[config.mk]
export PLATFORM = sky130hd
export DESIGN_NAME = fp_pack
export DESIGN_NICKNAME = d
export VERILOG_FILES = /design/src/rtl/fp_pkg.sv /design/src/rtl/fp_pack_fmt.sv /design/src/rtl/fp_pack.sv
export SDC_FILE = /design/constraint.sdc
export NUM_CORES = 1
export LEC_CHECK = 0
export CORE_ASPECT_RATIO = 1.4
export CORE_MARGIN = 8
export CORE_UTILIZATION = 50
export DETAILED_ROUTE_END_ITERATION = 12
export GPL_ROUTABILITY_DRIVEN = 0
export MAX_ROUTING_LAYER = met4
export PLACE_DENSITY = 0.81
export SLEW_MARGIN = 20
export SYNTH_ARGS = -nofsm -noshare
export SYNTH_HDL_FRONTEND = slang
export SYNTH_SLANG_ARGS = --single-unit
export TNS_END_PERCENT = 50
[constraint.sdc]
create_clock -name clk -period 7.5 [get_ports clk]
set_clock_uncertainty 0.1 [all_clocks]
set_input_delay 1.5 -clock clk [delete_from_list [all_inputs] [get_ports clk]]
set_output_delay 1.5 -clock clk [all_outputs]
set_load 0.01 [all_outputs]
[src/rtl/fp_pkg.sv]
// Shared precision encodings, field widths and helpers for the FP pack stage.
// Used by fp_pack and fp_pack_fmt.
package fp_pkg;

  typedef enum logic [1:0] {
    FMT_FP16 = 2'b00,
    FMT_FP32 = 2'b01,
    FMT_FP64 = 2'b10
  } fmt_e;

  localparam int FP64_EW = 11;
  localparam int FP64_MW = 52;
  localparam int FP32_EW = 8;
  localparam int FP32_MW = 23;
  localparam int FP16_EW = 5;
  localparam int FP16_MW = 10;

  localparam int FP64_EMAX = 2047;
  localparam int FP32_EMAX = 255;
  localparam int FP16_EMAX = 31;

  // Encoding 11 is folded onto FP64.
  function automatic fmt_e prec_fmt(input logic [1:0] p);
    fmt_e f;
    unique case (p)
      2'b00:   f = FMT_FP16;
      2'b01:   f = FMT_FP32;
      default: f = FMT_FP64;
    endcase
    return f;
  endfunction

  function automatic logic [1:0] delta_inc(input logic [1:0] d);
    return d[1] ? 2'd2 : {1'b0, d[0]};
  endfunction

  function automatic logic [51:0] mant_mask(
    input fmt_e f,
    input logic [51:0] m
  );
    logic [51:0] r;
    unique case (f)
      FMT_FP16: r = {42'b0, m[9:0]};
      FMT_FP32: r = {29'b0, m[22:0]};
      default:  r = m;
    endcase
    return r;
  endfunction

endpackage

[src/rtl/fp_pack_fmt.sv]
// Stage-2 classify-and-pack: zero / overflow / underflow / normal
// for FP64, FP32 and FP16, zero-extended to OUT_W.
module fp_pack_fmt
  import fp_pkg::*;
#(
  parameter int EXP_W = 13,
  parameter int OUT_W = 64
) (
  input  logic [1:0]             fmt,
  input  logic                   sign,
  input  logic                   is_zero,
  input  logic signed [EXP_W:0]  e1,
  input  logic [51:0]            mant,
  output logic [OUT_W-1:0]       result,
  output logic                   ovf,
  output logic                   unf
);

  logic signed [EXP_W:0] emax;
  logic [63:0] zero_p;
  logic [63:0] inf_p;
  logic [63:0] norm_p;
  logic [63:0] packed_v;
  logic        e_le0;

  always_comb begin
    emax   = (EXP_W+1)'(FP64_EMAX);
    zero_p = {sign, 63'b0};
    inf_p  = {sign, 11'h7ff, 52'b0};
    norm_p = {sign, e1[10:0], mant};
    unique case (fmt)
      FMT_FP16: begin
        emax   = (EXP_W+1)'(FP16_EMAX);
        zero_p = {48'b0, sign, 15'b0};
        inf_p  = {48'b0, sign, 5'h1f, 10'b0};
        norm_p = {48'b0, sign, e1[4:0], mant[9:0]};
      end
      FMT_FP32: begin
        emax   = (EXP_W+1)'(FP32_EMAX);
        zero_p = {32'b0, sign, 31'b0};
        inf_p  = {32'b0, sign, 8'hff, 23'b0};
        norm_p = {32'b0, sign, e1[7:0], mant[22:0]};
      end
      default: ;
    endcase
  end

  assign e_le0 = e1[EXP_W] || (e1 == '0);

  // Priority: exact zero, then overflow, then flush-to-zero.
  always_comb begin
    ovf      = 1'b0;
    unf      = 1'b0;
    packed_v = norm_p;
    if (is_zero) begin
      packed_v = zero_p;
    end else if (e1 >= emax) begin
      packed_v = inf_p;
      ovf      = 1'b1;
    end else if (e_le0) begin
      packed_v = zero_p;
      unf      = 1'b1;
    end
  end

  assign result = OUT_W'(packed_v);

endmodule

[src/rtl/fp_pack.sv]
// Two-stage valid/ready shell packing rounded mantissa into FP64/32/16.
// Optional sticky flags: define FP_PACK_STICKY_FLAGS_EN.
module fp_pack
  import fp_pkg::*;
#(
  parameter int EXP_W = 13,
  parameter int OUT_W = 64
) (
  input  logic             clk,
  input  logic             rst,
  input  logic             in_valid,
  output logic             in_ready,
  input  logic [1:0]       precision,
  input  logic             sign,
  input  logic             is_zero,
  input  logic [EXP_W-1:0] exp_sum,
  input  logic [1:0]       exp_delta,
  input  logic [51:0]      norm_in,
  output logic             out_valid,
  input  logic             out_ready,
  output logic [OUT_W-1:0] result,
  output logic             ovf,
  output logic             unf
`ifdef FP_PACK_STICKY_FLAGS_EN
  ,
  input  logic             flag_clr,
  output logic             sticky_ovf,
  output logic             sticky_unf
`endif
);

  logic s1_v;
  logic s2_v;
  logic adv1;
  logic adv2;

  logic                  s1_sign;
  logic                  s1_zero;
  logic [1:0]            s1_fmt;
  logic signed [EXP_W:0] s1_e;
  logic [51:0]           s1_m;

  logic signed [EXP_W:0] e1_n;
  logic [OUT_W-1:0]      f_res;
  logic                  f_ovf;
  logic                  f_unf;

  assign adv2      = !s2_v || out_ready;
  assign adv1      = !s1_v || adv2;
  assign in_ready  = adv1;
  assign out_valid = s2_v;

  assign e1_n = $signed({exp_sum[EXP_W-1], exp_sum})
              + $signed({{(EXP_W-1){1'b0}}, delta_inc(exp_delta)});

  always_ff @(posedge clk or posedge rst) begin
    if (rst) begin
      s1_v    <= 1'b0;
      s1_sign <= 1'b0;
      s1_zero <= 1'b0;
      s1_fmt  <= 2'b00;
      s1_e    <= '0;
      s1_m    <= '0;
    end else if (adv1) begin
      s1_v <= in_valid;
      if (in_valid) begin
        s1_sign <= sign;
        s1_zero <= is_zero;
        s1_fmt  <= prec_fmt(precision);
        s1_e    <= e1_n;
        s1_m    <= mant_mask(prec_fmt(precision), norm_in);
      end
    end
  end

  fp_pack_fmt #(
    .EXP_W (EXP_W),
    .OUT_W (OUT_W)
  ) u_fmt (
    .fmt     (s1_fmt),
    .sign    (s1_sign),
    .is_zero (s1_zero),
    .e1      (s1_e),
    .mant    (s1_m),
    .result  (f_res),
    .ovf     (f_ovf),
    .unf     (f_unf)
  );

  // Output regs hold while stalled so downstream sees a stable value.
  always_ff @(posedge clk or posedge rst) begin
    if (rst) begin
      s2_v   <= 1'b0;
      result <= '0;
      ovf    <= 1'b0;
      unf    <= 1'b0;
    end else if (adv2) begin
      s2_v <= s1_v;
      if (s1_v) begin
        result <= f_res;
        ovf    <= f_ovf;
        unf    <= f_unf;
      end
    end
  end

`ifdef FP_PACK_STICKY_FLAGS_EN
  logic xfer;
  assign xfer = out_valid && out_ready;

  // Set beats clear when both land in one cycle.
  always_ff @(posedge clk or posedge rst) begin
    if (rst) begin
      sticky_ovf <= 1'b0;
      sticky_unf <= 1'b0;
    end else begin
      if (xfer && ovf)   sticky_ovf <= 1'b1;
      else if (flag_clr) sticky_ovf <= 1'b0;
      if (xfer && unf)   sticky_unf <= 1'b1;
      else if (flag_clr) sticky_unf <= 1'b0;
    end
  end
`endif

endmodule

==> flow_summary.toml, run 1 <==
[pwr]
clockPowerShare_pct = 40.6
power_frac_seq_pct = 43.5
p_per_area_nw_per_um2 = 259
power_switching_uw = 545
combPwrFrac_pct = 15.9
p_leak_nw = 3.54
swShare_pct = 26.5
intPower_mw = 1.51
ir_worst_vdd_mv = 0.182

[yosys]
ys_async_sr_fraction_pct = 100
synth_most_common_cell = "dfrtp_1"
synth_seq_cells = 138
synthTopCellsByCount = "dfrtp_1, nand2_1, o21ai_0"
synth_area_leader_cell = "dfrtp_1"
synthFlopType = "dfrtp_1"
synthTopCellsByArea = "dfrtp_1, nand2_1, a22o_1, o21ai_0, mux2_2"
synth_edf_count = 0
synth_cell_types = 43
synth_warnings = 0
synth_nets = 619
synthesis.area_um2 = 5810
syn_inst = 535
postSynthAreaPerCell_um2 = 10.9
yosysTopAreaCellShare_pct = 59.4
ys_seq_area_share_pct = 59.4

[drt]
drc = 0
wl_um = 14900
routedWlPerCell_um = 18.0
drt_first_pass_iters = 5
num_vias = 4563
antenna_left = 0
viasPerCell = 5.51
drt-initial-drc-count = 252

[global_route]
grt_pass1_wl_um = 24300
grt_max_degree = 84
gr-usage-all-layers_pct = 20.6
use_met3_pct = 5.92
overflow = 0
antenna_found_initial = 0
grt_pass1_vias = 4745
met1_usage_pct = 23.7
top_usage_layer = "met2"
grt_use_met2_pct = 33.3

[sta]
final-max-slew-violation-count = 0
fmax_mhz = 229
worst_slew_pin_slew_ns = 0.900
final-setup-viol-count = 0
finalCriticalPeriod_ns = 4.37
tns_ns = 0
hold_viol = 0
max_slew_margin_pct = 39.7
grt_setup_unrepaired = "no"
fin_crit_sh_pct = 58.3

[flow_run]
max-cap-violations = 0

[worst_setup_path]
required_ns = 5.90
worstRegToRegCells = 7
cp_num_cells = 4
crit_end = "in_ready"
cp_num_buf_inv = 2
slowest_delay_ns = 0.58
crit_path_start_kind = "primary input"
reg2reg_setup_slack_ns = 4.24
crit_start = "out_ready"
crit_top_cell = "clkdlybuf4s50_1"
worstSetupEndpointType = "output port"
crit_type = "in -> out"
slowest_stage = "clkdlybuf4s50_1"
path_delay_family = "buffers and inverters"
crit_chain = "clkdlybuf4s50_1, nor2b_1, nand2_1, clkdlybuf4s50_1"
r2r_end = "result[62]"
crit_fanout = 3
worstReg2RegStart = "s1_fmt[1]"
crit_arrival_ns = 2.77

[layout]
area_growth_pct = 36.8
fin_nets = 755
multi_input_comb_area_um2 = 2220
postLayoutCellArea_um2 = 7950
nFillCells = 809
seq_area_um2 = 3450
layout-drive-gt1-share_pct = 9.80
antenna_cells = 0

[clock_network]
h-tree-depth = 4
clk_pin_slew_worst_paths_ns = 0.06
cts_setup_buffers = 0
cts_buffer_depth = 2
cts.sinks = 138
ctsResizeCount = 0
cts_tree = "yes"
hold_buffers = 0
root_buffer = "clkbuf_16"
cts_buffers = 17
clk_latency_ns = 0.41

[placed_design]
place_area_um2 = 7350
numPortBuffers = 142
dp_hpwl_um = 10500

[floorplan]
io_pins = 143
die_y_um = 144
coreArea_um2 = 11300
initial_core_util_pct = 51.3
rows = 46
die_area_um2 = 15400
die_w_um = 107

[min_path]
holdCritStartpoint = "s1_m[11]"
hold_depth = 2
hold_path.class = "reg -> reg"

[outcome]
status = "complete, no violations"
flip-flops by register name (all words and copies together) (netlist names):
register and flops:
out_valid 1, unf 1, s1_sign 1, s1_v 1
result 64, ovf 1, s1_fmt 2, s1_m 52
s1_zero 1, s1_e 14
kinds of logic after synthesis:
family	Yosys count	share of synthesized area [%]
flip-flops	138	59.4
XOR/XNOR	11	1.66
AO/OA/AOI/OAI	139	17.1
buffers and inverters	37	2.58
multiplexers	19	3.57
adder cells (fa/ha/maj)	9	2.07
AND/OR/NAND/NOR	182	13.6
layout by cell type (no fill, tap or decap), drive strengths merged:
master | Yosys | routed
bufinv | 0 | 3
nor2b | 4 | 4
a32oi | 1 | 1
and4 | 2 | 2
o31ai | 1 | 1
or4 | 1 | 1
clkinv | 0 | 10
mux2 | 14 | 14
nand2 | 134 | 134
a22o | 38 | 38
inv | 6 | 7
nor3 | 3 | 3
a221o | 5 | 5
or2 | 2 | 2
clkdlybuf4s50 | 0 | 142
xor2 | 9 | 9
and2 | 1 | 1
o21ai | 67 | 67
a2111oi | 1 | 1
nand2b | 3 | 3
clkbuf | 27 | 17
nor2 | 15 | 15
nand3 | 6 | 6
and3 | 3 | 3
buf | 4 | 6
o2111ai | 1 | 1
mux2i | 5 | 5
a21o | 2 | 2
a21oi | 1 | 1
clkinvlp | 0 | 1
dfrtp | 138 | 138
nand4 | 3 | 3
nor4 | 3 | 3
a22oi | 8 | 8
or3 | 2 | 2
o211ai | 14 | 14
fa | 1 | 1
ha | 8 | 8
xnor2 | 2 | 2
power by group through the flow:
stage,registers [mW],logic (mW),clock network (mW)
final,0.895,0.328,0.835
after global routing,0.903,0.360,0.890
after CTS,0.894,0.332,0.851
after detailed placement,0.905,0.330,0
after global placement,0.903,0.318,0
after floorplan,0.900,0.163,0
final cells by class:
class	count	share of cell area [%]
clock inverter	15	2.20
sequential	138	43.4
tap	144	2.27
timing repair buffer	148	18.5
inverter	6	0.346
multi-input combinational	360	27.9
clock buffer	17	5.35
through the flow:
stage / util [%] / hold WS, ns / setup WS [ns] / total power, mW / instances
2_1_floorplan: - / 0.340 / 2.20 / 1.06 / 535
3_3_place_gp: 64.8 / 0.361 / 3.14 / 1.22 / 796
3_5_place_dp: 64.8 / 0.370 / 3.14 / 1.24 / 796
4_1_cts: 70.1 / 0.383 / 3.11 / 2.08 / 828
5_1_grt: 70.1 / 0.399 / 3.03 / 2.15 / 828
6_report: 70.1 / 0.381 / 3.13 / 2.06 / 828
layer usage:
metal	vias to the layer above	wire length, um
met3	31	1050
met5	-	0
li1	2157	-
met1	2198	5900
met2	177	7560
met4	0	388
tightest hold or removal path: stages, from the launching register on:
cell	delay, ns
dfrtp_1	0.34
nand2_1	0.04
o21ai_0	0.06
worst min path at each step:
stage                       endpoint
after detailed placement    s1_m[11]
after floorplan                  unf
after global placement      s1_m[10]
after CTS                   s1_m[11]
after global routing      result[58]
final                       s1_m[11]
(Power assumes the default switching activity.)
==> run 2: changes to the inputs <==
Settings changed: CORE_UTILIZATION 50 to 45, PLACE_DENSITY 0.81 to 0.77.
Clock period 7.5 ns to 3.8 ns, I/O delays scaled along.
==> run 2 against run 1 <==
Effect of this change:
- combinational power increased by 100%
- register-to-register slack got worse by 3.4 ns
- worst setup slack got worse by 2.3 ns
- non-clock buffer count increased by 6
- clock power increased by 82%
==> flow_summary.toml, run 2 (synthesis gave the netlist of run 1 again) <==
[pwr]
power_switching_mw = 1.08
ir_worst_vdd_mv = 0.275
p_per_area_nw_per_um2 = 495
clockPowerShare_pct = 38.5
combPwrFrac_pct = 16.8
intPower_mw = 2.86
power_frac_seq_pct = 44.7
swShare_pct = 27.5
p_leak_nw = 3.55

[floorplan]
die_area_um2 = 16900
initial_core_util_pct = 45.6
io_pins = 143
rows = 49
coreArea_um2 = 12800
die_y_um = 150
die_w_um = 112

[clock_network]
cts_buffer_depth = 2
cts.sinks = 138
clk_pin_slew_worst_paths_ns = 0.06
h-tree-depth = 4
cts_buffers = 17
root_buffer = "clkbuf_16"
cts_tree = "yes"
clk_latency_ns = 0.41
cts_setup_buffers = 0
ctsResizeCount = 0
hold_buffers = 0

[worst_setup_path]
worstSetupEndpointType = "flop"
worstRegToRegCells = 7
crit_type = "reg -> reg"
worstReg2RegStart = "s1_fmt[1]"
crit_chain = "inv_1, ha_1, a21o_1, a2111oi_4, o21ai_1, nand3_1, o211ai_1"
reg2reg_setup_slack_ns = 0.87
r2r_end = "result[30]"
crit_arrival_ns = 3.08
crit_path_start_kind = "flop"
slowest_delay_ns = 0.52
crit_fanout = 12
required_ns = 3.95
slowest_stage = "dfrtp_1"

[global_route]
met1_usage_pct = 21.2
grt_pass1_vias = 4789
grt_use_met2_pct = 32.2
gr-usage-all-layers_pct = 19.3
overflow = 0
use_met3_pct = 5.46
grt_pass1_wl_um = 24900
antenna_found_initial = 0
top_usage_layer = "met2"
grt_max_degree = 87

[drt]
drt_first_pass_iters = 4
viasPerCell = 5.39
drc = 0
num_vias = 4546
wl_um = 15200
drt-initial-drc-count = 270
routedWlPerCell_um = 18.0
antenna_left = 0

[sta]
finalCriticalPeriod_ns = 2.93
worst_slew_pin_slew_ns = 0.816
fmax_mhz = 342
grt_setup_unrepaired = "no"
hold_viol = 0
tns_ns = 0
final-setup-viol-count = 0
fin_crit_sh_pct = 77.0
max_slew_margin_pct = 45.2
final-max-slew-violation-count = 0

[layout]
layout_common_cells = "clkdlybuf4s50_1, dfrtp_1, nand2_1"
regMostFlops = "result"
largest_register_ff_count = 64
layout_commonest_cell = "clkdlybuf4s50_1"
layout-drive-gt1-share_pct = 10.6
fin_nets = 761
fin_util_pct = 62.6
finalNonFillerCells = 843
area_growth_pct = 37.3
antenna_cells = 0
top_regs = "result (64), s1_m (52), s1_e (14)"

[placed_design]
numPortBuffers = 142
place_inst = 811
dp_hpwl_um = 11100

[min_path]
holdCritStartpoint = "s1_zero"
hold_path.class = "reg -> reg"
holdPathEnd = "unf"
hold_depth = 1

[flow_run]
max-cap-violations = 0

[outcome]
status = "complete, no violations"
-- run 2: cell count changes in the layout (fill, tap and decap cells not counted) --
cell / delta
buf_6: -1
buf_4: +5
buf_12: +2
clkinvlp_4: +3
bufinv_16: -2
clkinv_4: -2
clkinv_2: +1
-- run 2: layer usage --
metal	share of wire, %	vias up
met1	40	2216
met5	0	-
met2	52	145
li1	-	2159
met4	2.7	0
met3	5.7	26
-- run 2: how the worst max path moves through the flow --
stage                 start         end  slack [ns]  cells after the start
2_1_floorplan     s1_fmt[1]  result[10]        1.00                      9
3_3_place_gp   exp_delta[0]    s1_e[12]        0.79                      8
3_5_place_dp   exp_delta[0]    s1_e[12]        0.77                      8
4_1_cts           s1_fmt[1]  result[30]        0.89                      7
5_1_grt           s1_fmt[1]  result[30]        0.69                      7
6_report          s1_fmt[1]  result[30]        0.87                      7
-- run 2: power by group through the flow --
stage / sequential (mW) / combinational (mW) / clock, mW
2_1_floorplan: 1.78 / 0.322 / 0
3_3_place_gp: 1.78 / 0.649 / 0
3_5_place_dp: 1.79 / 0.666 / 0
4_1_cts: 1.77 / 0.671 / 1.56
5_1_grt: 1.78 / 0.732 / 1.61
6_report: 1.76 / 0.662 / 1.52
-- run 2: worst max-delay path, delay by kind of cell (launching register included) --
family,cells,cell delay (ns)
AOI/OAI and AO/OA,4,1.24
DFF,1,0.52
and+or+nand+nor,1,0.42
adders and majority gates,1,0.35
buffers and inverters,1,0.14
-- run 2: cell type report --
class / instances / area, um^2
Timing Repair Buffer: 154 / 1540
Clock inverter: 15 / 126
Multi-Input combinational cell: 360 / 2220
Inverter: 6 / 26.3
Fill cell: 1019 / 4770
Sequential cell: 138 / 3450
Tap cell: 153 / 191
Clock buffer: 17 / 425
-- run 2: metrics by stage --
step | setup slack, ns | total power [mW] | hold WS, ns | area, um^2
floorplan | 1.00 | 2.10 | 0.340 | 5820
global placement | 0.791 | 2.43 | 0.359 | 7430
detailed placement | 0.769 | 2.46 | 0.366 | 7430
CTS | 0.890 | 3.99 | 0.371 | 7980
global route | 0.689 | 4.13 | 0.401 | 7980
finish | 0.874 | 3.95 | 0.371 | 7980
